===== src/rtl/speck_key_expander.sv =====
// Streaming SPECK key schedule for any standard n/m variant. It takes an m-word
// master key and emits one n-bit round key per valid/ready handshake.
module speck_key_expander #(
  parameter int WORD_SIZE = 32,
  parameter int KEY_WORDS = 4,
  parameter int ROUNDS    = 27,
  parameter int ALPHA     = 8,
  parameter int BETA      = 3
) (
  input  logic                           clk,
  input  logic                           rst_n,
  input  logic [WORD_SIZE*KEY_WORDS-1:0] key,
  input  logic                           key_valid,
  output logic                           key_ready,
  input  logic                           abort,
  output logic [WORD_SIZE-1:0]           rk,
  output logic [7:0]                     rk_index,
  output logic                           rk_valid,
  input  logic                           rk_ready,
  output logic                           rk_last,
  output logic                           busy
);

  localparam int         LW       = KEY_WORDS - 1;
  localparam logic [7:0] LAST_IDX = 8'(ROUNDS - 1);

  if (!(WORD_SIZE == 16 || WORD_SIZE == 24 || WORD_SIZE == 32 ||
        WORD_SIZE == 48 || WORD_SIZE == 64)) begin : g_bad_word_size
    $error("speck_key_expander: WORD_SIZE must be 16, 24, 32, 48 or 64");
  end
  if (!(KEY_WORDS >= 2 && KEY_WORDS <= 4)) begin : g_bad_key_words
    $error("speck_key_expander: KEY_WORDS must be 2, 3 or 4");
  end
  if (!(ROUNDS >= 1 && ROUNDS <= 255)) begin : g_bad_rounds
    $error("speck_key_expander: ROUNDS must be in 1..255");
  end
  if (ALPHA != ((WORD_SIZE == 16) ? 7 : 8) ||
      BETA  != ((WORD_SIZE == 16) ? 2 : 3)) begin : g_bad_rotates
    $error("speck_key_expander: ALPHA/BETA do not match WORD_SIZE");
  end

  typedef enum logic [0:0] {
    S_IDLE = 1'b0,
    S_EMIT = 1'b1
  } state_t;

  state_t               state_q;
  logic [WORD_SIZE-1:0] k_q;
  logic [WORD_SIZE-1:0] l_q [LW];
  logic [7:0]           i_q;
  logic                 key_ready_q;
  logic                 rk_valid_q;
  logic                 rk_last_q;
  logic                 busy_q;
  logic [WORD_SIZE-1:0] new_l_d;
  logic [WORD_SIZE-1:0] k_d;

  function automatic logic [WORD_SIZE-1:0] ror(input logic [WORD_SIZE-1:0] x, input int r);
    return (x >> r) | (x << (WORD_SIZE - r));
  endfunction

  function automatic logic [WORD_SIZE-1:0] rol(input logic [WORD_SIZE-1:0] x, input int r);
    return (x << r) | (x >> (WORD_SIZE - r));
  endfunction

  // One schedule step from the key currently presented on rk.
  always_comb begin
    new_l_d = (k_q + ror(l_q[0], ALPHA)) ^ {{(WORD_SIZE-8){1'b0}}, i_q};
    k_d     = rol(k_q, BETA) ^ new_l_d;
  end

  // Control FSM and schedule registers; abort overrides everything but reset.
  always_ff @(posedge clk or negedge rst_n) begin
    if (!rst_n) begin
      state_q     <= S_IDLE;
      k_q         <= {WORD_SIZE{1'b0}};
      for (int j = 0; j < LW; j++) l_q[j] <= {WORD_SIZE{1'b0}};
      i_q         <= 8'd0;
      key_ready_q <= 1'b1;
      rk_valid_q  <= 1'b0;
      rk_last_q   <= 1'b0;
      busy_q      <= 1'b0;
    end else if (abort) begin
      state_q     <= S_IDLE;
      i_q         <= 8'd0;
      key_ready_q <= 1'b1;
      rk_valid_q  <= 1'b0;
      rk_last_q   <= 1'b0;
      busy_q      <= 1'b0;
    end else begin
      case (state_q)
        S_IDLE: begin
          if (key_valid && key_ready_q) begin
            k_q <= key[WORD_SIZE-1:0];
            for (int j = 0; j < LW; j++) l_q[j] <= key[(j+1)*WORD_SIZE +: WORD_SIZE];
            i_q         <= 8'd0;
            state_q     <= S_EMIT;
            key_ready_q <= 1'b0;
            rk_valid_q  <= 1'b1;
            rk_last_q   <= (LAST_IDX == 8'd0);
            busy_q      <= 1'b1;
          end
        end
        S_EMIT: begin
          if (rk_ready) begin
            if (i_q == LAST_IDX) begin
              state_q     <= S_IDLE;
              key_ready_q <= 1'b1;
              rk_valid_q  <= 1'b0;
              rk_last_q   <= 1'b0;
              busy_q      <= 1'b0;
            end else begin
              // With m=2 the loop is empty and the single l slot is overwritten.
              k_q <= k_d;
              for (int j = 0; j < LW - 1; j++) l_q[j] <= l_q[j+1];
              l_q[LW-1] <= new_l_d;
              i_q       <= i_q + 8'd1;
              rk_last_q <= ((i_q + 8'd1) == LAST_IDX);
            end
          end
        end
        default: begin
          state_q     <= S_IDLE;
          i_q         <= 8'd0;
          key_ready_q <= 1'b1;
          rk_valid_q  <= 1'b0;
          rk_last_q   <= 1'b0;
          busy_q      <= 1'b0;
        end
      endcase
    end
  end

  assign key_ready = key_ready_q;
  assign rk        = k_q;
  assign rk_index  = i_q;
  assign rk_valid  = rk_valid_q;
  assign rk_last   = rk_last_q;
  assign busy      = busy_q;

endmodule

===== config.mk =====
export PLATFORM = sky130hd
export DESIGN_NAME = speck_key_expander
export DESIGN_NICKNAME = d
export VERILOG_FILES = /design/src/rtl/speck_key_expander.sv
export SDC_FILE = /design/constraint.sdc
export NUM_CORES = 1
export LEC_CHECK = 0
export ABC_AREA = 1
export BUFFER_PORTS_ARGS = -buffer_cell sky130_fd_sc_hd__buf_2
export CORE_MARGIN = 8
export CORE_UTILIZATION = 45
export DETAILED_ROUTE_END_ITERATION = 6
export PLACE_DENSITY_LB_ADDON = 0.25
export RECOVER_POWER = 25
export SLEW_MARGIN = 25
export SYNTH_ARGS = -nofsm -noshare
export SYNTH_HDL_FRONTEND = slang
export SYNTH_SLANG_ARGS = --single-unit

===== constraint.sdc =====
create_clock -name clk -period 3.56 [get_ports clk]
set_input_delay 0.356 -clock clk [delete_from_list [all_inputs] [get_ports clk]]
set_output_delay 0.356 -clock clk [all_outputs]
set_load 0.03 [all_outputs]

==> key figures, run 1 <==
Outcome
  • Status: finished, violations left
  • Failing checks: capacitance limit, slew limit

Critical path
  • Crit-path max cell delay: ~0.84 ns
  • CP required: just under 4 ns
  • Cell at the slowest stage of the critical path: dfrtp_4
  • CP Cell Sequence: inv_2, nand2_1, nand2_1, clkinv_1, nand3_4, inv_2, buf_4, o21ai_0, o22ai_1
  • Worst setup EP type: flop
  • Critical path startpoint category: flop
  • CP Class: reg2reg
  • CP Data Arrival Time: about 3.0 ns
  • Buf/Inv on CP: 4
  • CP max FO: between 50 and 60
  • Crit path max-delay family: buffers and inverters

Timing
  • Period minus WS final: about 2.7 ns
  • Final hold vios: 0
  • Final setup vio count: 0
  • Skew final: 0.0142 ns
  • Post-route clock period utilization: 0.753
  • Setup_tns: 0 ns
  • Max Transition Viols Final: 76
  • Rel. slew slack: -0.358
  • Worst slew pin tran: between 2 and 2.5 ns
  • RSZ-0062 raised after global routing: false
  • Max frequency: ~370 MHz

Pwr
  • Sw frac: 0.486
  • Seq pwr share: 0.281
  • Maximum vdd drop: approximately 0.36 mV
  • Cell Int Power: just under 5 mW
  • Lkg Pwr: between 6 and 7 nW
  • Clk pwr share: 0.187
  • Comb pwr share: 0.532
  • P per Cell Area: ~840 mW/mm^2
  • Net Sw Power: between 4 and 5 mW

Clock network
  • CTS tree: done
  • Worst-Skew Late Latency: roughly 0.43 ns
  • Clk sinks: 140
  • Post-CTS Setup Inserts: 0
  • Clock-pin slew on the worst setup and hold paths: 0.07 ns
  • CTS H-Tree Depth: 4
  • CTS buffer count: 17
  • CTS max path bufs: 2
  • Root Buffer: clkbuf_16

Final layout
  • Area occupied by registers: 0.00351 sq mm
  • Final Util: 0.534
  • Antenna cells: 0
  • Design area: roughly 0.011 sq mm
  • Fraction of layout cells with a size suffix above 1: 0.141
  • Final #Nets: roughly 1.7k
  • Fill cells: approximately 2.2k
  • Multi-input gate area: between 0.005 and 0.006 sq mm
  • Layout area overhead: 16.6%

Floorplan
  • Core Area: 0.0210 sq mm
  • Die span in x: 162 microns
  • Die height: 162 microns
  • Starting Density: 0.458
  • DIE AREA: ~0.026 sq mm
  • I/O pins: around 180
  • Cell row count: 53

GRT
  • GRT Util Overall: 0.232
  • Largest net degree at the start of global routing: approximately 190
  • GR Overflow Total: 0
  • Antenna violations before repair: 0
  • First-pass GRT wire length: a little under 50 mm
  • Vias in the first global route: just over 9k

Detailed routing
  • Via count: between 9k and 10k
  • Drt pass-1 iters: 5
  • Drt initial violations: approximately 660
  • Antenna-violating nets left: 0
  • DR WL/cell: ~16 microns
  • DRC viols: 0
  • Final wirelength: 30.2 mm
  • Via-to-Cell Ratio: ~5.1

Job
  • Max cap viols: 1

Synthesis
  • Syn. warnings: 0
  • Register area share after synthesis: 0.365
  • EDFF count, synth: 0
  • Seq cells post-synth: 140
  • Ys async rst share: 1.00
  • Main synth FF type: dfrtp_1
  • Syn nets: 1601
  • Syn Area/Cell: approximately 6.7 sq um
  • Post-Syn Area: 0.00959 sq mm
  • Synth cell types: 41
  • Post-Syn Instances: ~1.4k

Placement
  • Placed cell areas: approximately 0.011 sq mm
  • Hpwl dp: roughly 23 mm
  • RD Place Congestion: 0.936
  • Port Buf Inserts: around 180

Min path
  • Min-delay worst type: in2reg
==> kinds of logic after synthesis <==
group / synth area share
simple gates: 0.326
buf+inv: 0.0992
compound gates: 0.127
flops: 0.365
xor+xnor: 0.0347
fa+ha+maj: 0.0464
mux: 0.00209
==> routing by layer <==
| layer | up-vias | track usage | share of wire |
|---|---|---|---|
| met3 | 45 | 0.0448 | 0.058 |
| met4 | 0 | 0.0707 | 0.023 |
| met1 | 4340 | 0.328 | 0.48 |
| li1 | 4834 | - | - |
| met2 | 286 | 0.354 | 0.44 |
| met5 | - | 0 | 0 |
==> power groups by stage <==
stage | registers, mW | clock network (mW) | logic, mW
2_1_floorplan | 2.76 | 0 | 3.42
5_1_grt | 2.70 | 1.84 | 5.64
3_5_place_dp | 2.64 | 0 | 4.95
3_3_place_gp | 2.63 | 0 | 4.89
6_report | 2.63 | 1.76 | 4.98
4_1_cts | 2.62 | 1.78 | 4.98
==> Yosys cell counts, types with 2 or more instances <==
cell | number | share of area
inv_1 | 173 | 0.068
nor2_1 | 207 | 0.081
a22oi_1 | 2 | 0.0016
ha_1 | 34 | 0.044
nand2_1 | 460 | 0.18
o21bai_1 | 2 | 0.0016
o21ai_0 | 56 | 0.029
o31ai_1 | 49 | 0.038
nand2_2 | 2 | 0.0013
o21ai_1 | 43 | 0.022
buf_2 | 13 | 0.0068
nor3_1 | 5 | 0.0026
mux2i_1 | 2 | 0.0021
or2_2 | 3 | 0.0020
nand3_1 | 80 | 0.042
buf_1 | 5 | 0.0020
nand4_1 | 4 | 0.0026
or2_1 | 2 | 0.0013
xor2_1 | 20 | 0.018
o22ai_1 | 16 | 0.010
inv_2 | 5 | 0.0020
clkbuf_1 | 24 | 0.0094
buf_4 | 14 | 0.011
dfrtp_1 | 139 | 0.36
nand3b_1 | 6 | 0.0047
o21a_1 | 2 | 0.0016
a21oi_1 | 29 | 0.015
o211ai_1 | 6 | 0.0047
xnor2_1 | 18 | 0.016
==> timing repair <==
item                      in CTS  in global routing
hold endpoints to repair      21                  0
resized for setup              0                  0
hold buffers                   1                  0
==> cells in the final DEF (no fill, tap or decap), types with 5 or more instances in the layout <==
cell type	n
a21oi_1	29
buf_2	169
clkbuf_1	7
clkbuf_16	17
dfrtp_1	138
ha_1	34
inv_1	173
inv_2	5
nand2_1	460
nand3_1	80
nand3b_1	6
nor2_1	207
nor3_1	5
o211ai_1	6
o21ai_0	56
o21ai_1	43
o22ai_1	16
o31ai_1	49
xnor2_1	18
xor2_1	20
==> metrics by stage <==
stage	hold WS (ns)	setup slack, ns	std cells	total power [mW]
floorplan	0.0604	1.32	1433	6.17
global placement	0.444	0.981	1833	7.52
detailed placement	0.456	0.881	1833	7.59
CTS	0.132	0.851	1866	9.39
global route	0.146	0.571	1866	10.2
finish	0.137	0.881	1866	9.37
==> state kept, by name, summed over array words and instances (netlist names) <==
register,flops
busy,1
state_q,1
rk_index,8
rk,32
rk_last,1
key_ready,1
l_q,96
==> worst register-to-register path, delay by kind of cell (launching register included) <==
family | cells | cell delay, ns
and+or+nand+nor | 3 | 0.29
buffers and inverters | 4 | 1.11
AOI/OAI and AO/OA | 2 | 0.34
DFF | 1 | 0.84
==> final timing paths <==
kind	start	to	slack, ns	cells after the start
worst max-delay path	state_q$_DFF_PN0_	l_q[14]$_DFFE_PN0P_	0.88	9
worst min register to register	l_q[59]$_DFFE_PN0P_	l_q[59]$_DFFE_PN0P_	0.49	2
worst max register to register	state_q$_DFF_PN0_	l_q[14]$_DFFE_PN0P_	0.88	9
max in group asynchronous	rst_n	state_q$_DFF_PN0_	1.09	2
min in group asynchronous	rst_n	busy$_DFFE_PN0P_	1.05	2
worst min-delay path	rk_ready	state_q$_DFF_PN0_	0.14	2
==> cell type report <==
| cell class | count | area share |
|---|---|---|
| tap | 275 | 0.0308 |
| clock inverter | 13 | 0.0117 |
| clock buffer | 19 | 0.0396 |
| sequential | 140 | 0.314 |
| multi-input combinational | 1058 | 0.459 |
| timing repair buffer | 182 | 0.0849 |
| inverter | 179 | 0.0601 |
Power figures use the tool's default switching activity.
==> run 2, diff against run 1 <==
==> constraint.sdc (replaced) <==
create_clock -name clk -period 2.2 [get_ports clk]
set_input_delay 0.22 -clock clk [delete_from_list [all_inputs] [get_ports clk]]
set_output_delay 0.22 -clock clk [all_outputs]
set_load 0.03 [all_outputs]
==> run 2 against run 1 <==
The run now ends clean; worst setup slack worse by 0.82 ns; global-route usage is 1.5 points higher; sequential share of layout area is 3.3 points lower; clock power is 73% higher; via count is 5.4% higher; clock skew is 0.0047 ns higher; design area is 12% higher; die area stayed put; critical endpoint is now rk[10]$_DFFE_PN0P_.
==> key figures, run 2 (synthesis results as in run 1) <==
Outcome
  • Status: finished clean (was finished, violations left)

Final layout
  • Commonest non-fill, non-tap cell in the layout: nand2_1 (unchanged)
  • Leading cell types in the layout, fill and taps excluded: 433 x nand2_1, 192 x nor2_1, 175 x buf_2, 171 x inv_1, 136 x dfrtp_1 (was 460 x nand2_1, 207 x nor2_1, 173 x inv_1, 169 x buf_2, 138 x dfrtp_1)
  • Largest register FFs: 96 (unchanged)
  • Layout area overhead: 30.3% (was 16.6%)
  • Final #Nets: 1833 (was 1746)
  • Fraction of layout cells with a size suffix above 1: 0.244 (was 0.141)
  • Antenna cells: 0 (unchanged)
  • Most flops, register: l_q (unchanged)

Clock network
  • CTS H-Tree Depth: 4 (unchanged)
  • CTS tree: done (unchanged)
  • Clk sinks: 140 (unchanged)
  • Worst-Skew Late Latency: 0.45 ns (was 0.43 ns)
  • Root Buffer: clkbuf_16 (unchanged)
  • CTS max path bufs: 2 (unchanged)
  • Clock-pin slew on the worst setup and hold paths: 0.07 ns (about the same)
  • CTS buffer count: 17 (unchanged)

Pwr
  • Overall power: 17.8 mW (was 9.37 mW)
  • P per Cell Area: 1420 mW/mm^2 (was 838 mW/mm^2)
  • Lkg Pwr: 6.60 nW (was 6.08 nW)
  • Maximum vdd drop: 0.681 mV (was 0.356 mV)

Timing
  • Rel. slew slack: 0.153 (was -0.358)
  • Skew final: 0.0189 ns (was 0.0142 ns)
  • Post-route clock period utilization: 0.973 (was 0.753)
  • Worst slew pin tran: 1.27 ns (was 2.04 ns)
  • Final hold vios: 0 (unchanged)
  • RSZ-0062 raised after global routing: true (was false)
  • Max frequency: 467 MHz (was 373 MHz)
  • Period minus WS final: 2.14 ns (was 2.68 ns)
  • Max Transition Viols Final: 0 (was 76)
  • PnR worst setup slack: 0.0601 ns (was 0.881 ns)
  • Final setup vio count: 0 (unchanged)

Floorplan
  • Starting Density: 0.458 (unchanged)
  • I/O pins: 177 (unchanged)
  • Die span in x: 162 microns (unchanged)
  • Core Area: 0.0210 sq mm (unchanged)
  • Die height: 162 microns (unchanged)
  • DIE AREA: 0.0262 sq mm (unchanged)
  • Cell row count: 53 (unchanged)

Critical path
  • Cell at the slowest stage of the critical path: dfrtp_1 (was dfrtp_4)
  • CP Data Arrival Time: 2.51 ns (was 3.02 ns)
  • Flop2flop setup slack: 0.06 ns (was 0.88 ns)
  • Crit-path max cell delay: 0.43 ns (was 0.84 ns)
  • CP required: 2.57 ns (was 3.90 ns)
  • CP Class: reg2reg (unchanged)
  • CP max FO: 4 (was 59)
  • Worst path most repeated cell: nand2_1
  • Worst setup EP type: flop (unchanged)
  • Critical path startpoint category: flop (unchanged)
  • CP Cell Sequence: ha_4, nand2_4, inv_1, nand2_1, nand2_1, nand3b_1, buf_6, xor2_2, or2_2, nand3_1, nand2_1, nand2_1 (was inv_2, nand2_1, nand2_1, clkinv_1, nand3_4, inv_2, buf_4, o21ai_0, o22ai_1)

Placement
  • Hpwl dp: 25.0 mm (was 22.9 mm)
  • RD Place Congestion: 0.917 (was 0.936)
  • Placement Setup Slack: -0.135 ns (was 0.881 ns)
  • Port Buf Inserts: 176 (unchanged)

Detailed routing
  • Via count: 10.0k (was 9505)
  • Via-to-Cell Ratio: 5.13 (was 5.09)
  • Drt initial violations: 817 (was 657)
  • Drt pass-1 iters: 5 (unchanged)
  • DRC viols: 0 (unchanged)
  • Final wirelength: 32.9 mm (was 30.2 mm)
  • DR WL/cell: 16.9 microns (was 16.2 microns)
  • Antenna-violating nets left: 0 (unchanged)

GRT
  • Antenna violations before repair: 1 (was 0)
  • Largest net degree at the start of global routing: 111 (was 187)
  • GRT Util Overall: 0.247 (was 0.232)
  • First-pass GRT wire length: 51.4 mm (was 48.9 mm)
  • Vias in the first global route: 9526 (was 9260)
  • GR Overflow Total: 0 (unchanged)

Job
  • Max cap viols: 0 (was 1)

Min path
  • Min-delay worst type: in2reg (unchanged)
==> run 2: routing by layer <==
metal,wire (microns),part of all wire,vias up,global-route usage
li1,-,-,5015,-
met5,13,0.00039,-,0
met4,722,0.022,2,0.0791
met3,2100,0.064,47,0.0499
met2,14700,0.45,317,0.372
met1,15400,0.47,4641,0.349
==> run 2: path summary, 6_finish.rpt <==
path | from | endpoint | depth (start not counted)
max reg2reg | l_q[80]$_DFFE_PN0P_ | rk[10]$_DFFE_PN0P_ | 12
max | l_q[80]$_DFFE_PN0P_ | rk[10]$_DFFE_PN0P_ | 12
min | key[99] | l_q[3]$_DFFE_PN0P_ | 3
max in group asynchronous | rst_n | rk[0]$_DFFE_PN0P_ | 3
min in group asynchronous | rst_n | l_q[83]$_DFFE_PN0P_ | 2
min reg2reg | l_q[58]$_DFFE_PN0P_ | l_q[58]$_DFFE_PN0P_ | 2
==> run 2: report_power, final <==
group / internal (mW) / switching (mW)
clock network: 1.66 / 1.38
registers: 3.44 / 0.756
logic: 4.28 / 6.27
total: 9.39 / 8.40
==> run 2: what timing repair did <==
item                                   in CTS  in global routing
pin swaps                                   1                 22
hold buffers                                2                  0
buffers inserted                            0                  6
gates resized for setup                    14                 97
cloned                                      0                  0
endpoints found under the hold margin      46                  0
setup endpoints to repair                  24                 55
==> run 2: through the flow <==
step           setup TNS (ns)  cell area [sq um]  hold slack (ns)   util  std cells
6_report                    0              12500           0.0264  0.596       1953
2_1_floorplan               0               9590          -0.0756      -       1433
3_3_place_gp           -0.330              11300            0.190  0.537       1913
4_1_cts                     0              12000           0.0216  0.571       1947
5_1_grt                -0.467              12500           0.0332  0.596       1953
3_5_place_dp           -0.714              11300            0.191  0.537       1913
==> run 2: layout make-up <==
cell class                      count  area, sq um
Inverter                          179          674
Clock inverter                     14          179
Tap cell                          275          344
Timing Repair Buffer              269         1660
Sequential cell                   140         3510
Multi-Input combinational cell   1058         5690
Clock buffer                       18          439
Fill cell                        2014         8460
==> run 2: critical path, delay by kind of cell (launching register included) <==
kind / cells / cell delay [ns]
fa+ha+maj: 1 / 0.28
flops: 1 / 0.43
simple gates: 8 / 0.95
xor+xnor: 1 / 0.15
buf+inv: 2 / 0.25
==> run 3, diff against run 2 <==
--- a/config.mk
+++ b/config.mk
@@ -5,9 +5,7 @@
 export SDC_FILE = /design/constraint.sdc
 export NUM_CORES = 1
 export LEC_CHECK = 0
-export ABC_AREA = 1
 export BUFFER_PORTS_ARGS = -buffer_cell sky130_fd_sc_hd__buf_2
-export CORE_MARGIN = 8
 export CORE_UTILIZATION = 45
 export DETAILED_ROUTE_END_ITERATION = 6
 export PLACE_DENSITY_LB_ADDON = 0.25
==> run 3 against run 2 <==
Die area shrank 24%; combinational power barely moved; highest routed layer is now met4; maximum frequency shrank 20%; clock skew is 0.0092 ns lower; synthesized cell count is 32% lower; critical path depth is 2 lower; worst hold slack better by 0.033 ns; the flow now finishes with violations (setup timing).
==> key figures, run 3 <==
Clock network
  • CTS max path bufs: 2 (unchanged)
  • Root Buffer: clkbuf_16 (unchanged)
  • Clock-pin slew on the worst setup and hold paths: 0.06 ns (was 0.07 ns)
  • CTS H-Tree Depth: 4 (unchanged)
  • Worst-Skew Late Latency: 0.43 ns (was 0.45 ns)
  • CTS tree: done (unchanged)
  • Clk sinks: 140 (unchanged)
  • CTS buffer count: 17 (unchanged)

Placement
  • Placement Setup Slack: -0.524 ns (was -0.135 ns)
  • Port Buf Inserts: 176 (unchanged)
  • RD Place Congestion: 0.875 (was 0.917)
  • Hpwl dp: 19.2 mm (was 25.0 mm)
  • Cells after DPL: 1511 (was 1913)

Timing
  • Worst slew pin tran: 1.46 ns (was 1.27 ns)
  • Final hold vios: 0 (unchanged)
  • Post-route clock period utilization: 1.22 (was 0.973)
  • PnR worst setup slack: -0.490 ns (was 0.0601 ns)
  • Final setup vio count: 48 (was 0)
  • Rel. slew slack: 0.0234 (was 0.153)
  • Max Transition Viols Final: 0 (unchanged)
  • RSZ-0062 raised after global routing: true (unchanged)
  • Period minus WS final: 2.69 ns (was 2.14 ns)
  • Max frequency: 372 MHz (was 467 MHz)
  • Skew final: 0.00968 ns (was 0.0189 ns)

Final layout
  • Leading cell types in the layout, fill and taps excluded: 175 x buf_2, 153 x buf_4, 136 x nand2_1, 116 x dfrtp_1, 104 x o21ai_0 (was 433 x nand2_1, 192 x nor2_1, 175 x buf_2, 171 x inv_1, 136 x dfrtp_1)
  • Fin cells: 1559 (was 1953)
  • Fraction of layout cells with a size suffix above 1: 0.396 (was 0.244)
  • Antenna cells: 0 (unchanged)
  • Commonest non-fill, non-tap cell in the layout: buf_2 (was nand2_1)
  • Most flops, register: l_q (unchanged)
  • Layout area overhead: 43.8% (was 30.3%)
  • Largest register FFs: 96 (unchanged)
  • Area occupied by registers: 0.00354 sq mm (was 0.00351 sq mm)
  • Final #Nets: 1454 (was 1833)
  • Fill cells: 1533 (was 2014)
  • Multi-input gate area: 0.00573 sq mm (was 0.00569 sq mm)

Critical path
  • Critical path startpoint category: flop (unchanged)
  • CP Class: reg2reg (unchanged)
  • CP Data Arrival Time: 3.01 ns (was 2.51 ns)
  • FF-to-FF End: l_q[28]$_DFFE_PN0P_ (was rk[10]$_DFFE_PN0P_)
  • Worst r2r path cells: 10 (was 12)
  • CP required: 2.51 ns (was 2.57 ns)
  • Worst setup EP type: flop (unchanged)
  • Reg2Reg Launch Point: rk[9]$_DFFE_PN0P_ (was l_q[80]$_DFFE_PN0P_)
  • CP max FO: 4 (unchanged)
  • Flop2flop setup slack: -0.49 ns (was 0.06 ns)

Pwr
  • Seq pwr share: 0.224 (was 0.236)
  • Maximum vdd drop: 0.788 mV (was 0.681 mV)
  • Sw frac: 0.402 (was 0.472)
  • P per Cell Area: 1420 mW/mm^2 (about the same)
  • Comb pwr share: 0.603 (was 0.593)
  • Net Sw Power: 7.21 mW (was 8.40 mW)
  • Cell Int Power: 10.7 mW (was 9.39 mW)
  • Lkg Pwr: 5.93 nW (was 6.60 nW)
  • Clk pwr share: 0.174 (was 0.171)

Min path
  • Hold path depth: 2 (was 3)
  • Hold Startpoint: abort (was key[99])
  • Worst Hold Path EP: state_q$_DFF_PN0_ (was l_q[3]$_DFFE_PN0P_)
  • Min-delay worst type: in2reg (unchanged)

Synthesis
  • Seq cells post-synth: 140 (unchanged)
  • Post-Syn Instances: 979 (was 1433)
  • Main synth FF type: dfrtp_1 (unchanged)
  • Largest cells by area after synthesis: dfrtp_1 40%, mux2i_1 10%, o21ai_0 7.5% (was dfrtp_1 36%, nand2_1 18%, nor2_1 8.1%)
  • Syn nets: 1147 (was 1601)
  • Post-synth top area share: 0.397 (was 0.363)
  • Post-Syn Area: 0.00877 sq mm (was 0.00959 sq mm)
  • Syn Area/Cell: 8.95 sq um (was 6.69 sq um)
  • Syn. warnings: 0 (unchanged)
  • Ys async rst share: 1.00 (unchanged)
  • EDFF count, synth: 0 (unchanged)
  • Synth cell types: 69 (was 41)
  • Register area share after synthesis: 0.400 (was 0.365)
  • Most common library cells after synthesis: 139 x dfrtp_1, 139 x nand2_1, 131 x o21ai_0 (was 460 x nand2_1, 207 x nor2_1, 173 x inv_1)
  • Cell taking the most area after synthesis: dfrtp_1 (unchanged)

Outcome
  • Status: finished, violations left (was finished clean)
  • Failing checks: setup timing

Detailed routing
  • Top layer in use: met4 (was met5)
  • WL met2: 12.9 mm (was 14.7 mm)
  • Met3 routed WL: 1.11 mm (was 2.10 mm)
  • Via-to-Cell Ratio: 5.38 (was 5.13)
  • Antenna-violating nets left: 0 (unchanged)
  • Final wirelength: 26.5 mm (was 32.9 mm)
  • Post-Route M1 WL: 12.1 mm (was 15.4 mm)
  • Via count: 8390 (was 10.0k)
  • DRC viols: 0 (unchanged)
  • DR WL/cell: 17.0 microns (was 16.9 microns)
  • Drt pass-1 iters: 5 (unchanged)
  • Drt initial violations: 452 (was 817)

Floorplan
  • Core Area: 0.0189 sq mm (was 0.0210 sq mm)
  • Starting Density: 0.464 (was 0.458)
  • Die span in x: 142 microns (was 162 microns)
  • Die height: 142 microns (was 162 microns)
  • Cell row count: 50 (was 53)
  • DIE AREA: 0.0200 sq mm (was 0.0262 sq mm)
  • I/O pins: 177 (unchanged)

GRT
  • Vias in the first global route: 8093 (was 9526)
  • GRT Util Overall: 0.269 (was 0.247)
  • GR Overflow Total: 0 (unchanged)
  • Antenna violations before repair: 0 (was 1)
  • First-pass GRT wire length: 42.0 mm (was 51.4 mm)
  • Largest net degree at the start of global routing: 91 (was 111)

Job
  • Max cap viols: 0 (unchanged)
run 3: cell count changes in the layout (fill, tap and decap cells not counted), moves of 20 or more:
cell	previous run	this run
a21oi_1	20	62
and3_1	0	21
nand2_1	433	136
dfrtp_2	2	22
o21ai_0	56	104
o31ai_1	49	3
nand3_1	76	21
nor2_1	192	43
buf_4	81	153
nand2_2	26	2
dfrtp_1	136	116
inv_1	171	11
mux2i_1	2	87
run 3: kinds of logic (layout without fill, tap and decap cells):
kind of cell / count (synthesis) / in the layout / synth area share
flops: 140 / 140 / 0.400
fa+ha+maj: 35 / 35 / 0.0508
xor+xnor: 55 / 55 / 0.0567
buf+inv: 75 / 395 / 0.0354
simple gates: 296 / 296 / 0.159
mux: 89 / 89 / 0.102
compound gates: 289 / 289 / 0.197
run 3: final cells by class:
type	instances	share of cell area
clock buffers	18	0.0348
clock inverters	14	0.0152
inverters	13	0.00387
multi-input cells	764	0.455
flip-flops and latches	140	0.281
well taps	260	0.0258
repair buffers	350	0.185
run 3: routing by layer:
layer  track usage  vias up
met5             0        -
met4        0.0673        0
met3        0.0418       34
met2         0.444      238
met1         0.371     4012
li1              -     4106
run 3: how the worst max path moves through the flow:
stage	depth (start not counted)	from	end	slack, ns
final	10	rk[9]$_DFFE_PN0P_	l_q[28]$_DFFE_PN0P_	-0.49
after global routing	12	l_q[72]$_DFFE_PN0P_	rk[22]$_DFFE_PN0P_	-0.63
after CTS	12	l_q[72]$_DFFE_PN0P_	rk[22]$_DFFE_PN0P_	-0.47
after detailed placement	12	l_q[72]$_DFFE_PN0P_	rk[22]$_DFFE_PN0P_	-0.52
after global placement	12	l_q[72]$_DFFE_PN0P_	rk[20]$_DFFE_PN0P_	-0.40
after floorplan	12	rk[0]$_DFFE_PN0P_	rk[22]$_DFFE_PN0P_	-0.36
run 3: power by group through the flow:
stage,logic [mW],clock network [mW],registers (mW)
2_1_floorplan,5.07,0,4.48
3_3_place_gp,8.95,0,4.03
5_1_grt,11.7,3.28,4.11
4_1_cts,9.79,3.15,4.01
3_5_place_dp,9.07,0,4.04
6_report,10.8,3.11,4.01
run 3: critical path: stages (launching register included):
cell and delay, ns:
dfrtp_2 0.40, ha_1 0.35, and3_1 0.20, nand3_1 0.14, o211ai_1 0.17, o211ai_2 0.26, nand3_2 0.13, o41a_1 0.36
or3_1 0.32, a31oi_1 0.18, o21ai_1 0.07
run 3: per-stage QoR:
step	TNS, ns	utilization	hold WS (ns)	power [mW]	cell area (sq um)
5_1_grt	-24.32	0.667	0.0719	19.0	12600
3_3_place_gp	-10.65	0.600	0.233	13.0	11300
6_report	-13.12	0.667	0.0598	17.9	12600
4_1_cts	-12.34	0.648	0.0525	16.9	12200
2_1_floorplan	-6.08	-	-0.0756	9.55	9110
3_5_place_dp	-12.53	0.600	0.234	13.1	11300
run 3: repair_timing:
item                                    in CTS  in global routing
resized for setup                           42                 62
endpoints found under the setup margin      48                 89
setup buffers                                9                 11
hold buffers                                 1                  0
endpoints found under the hold margin       53                  0
pin swaps                                   32                 45
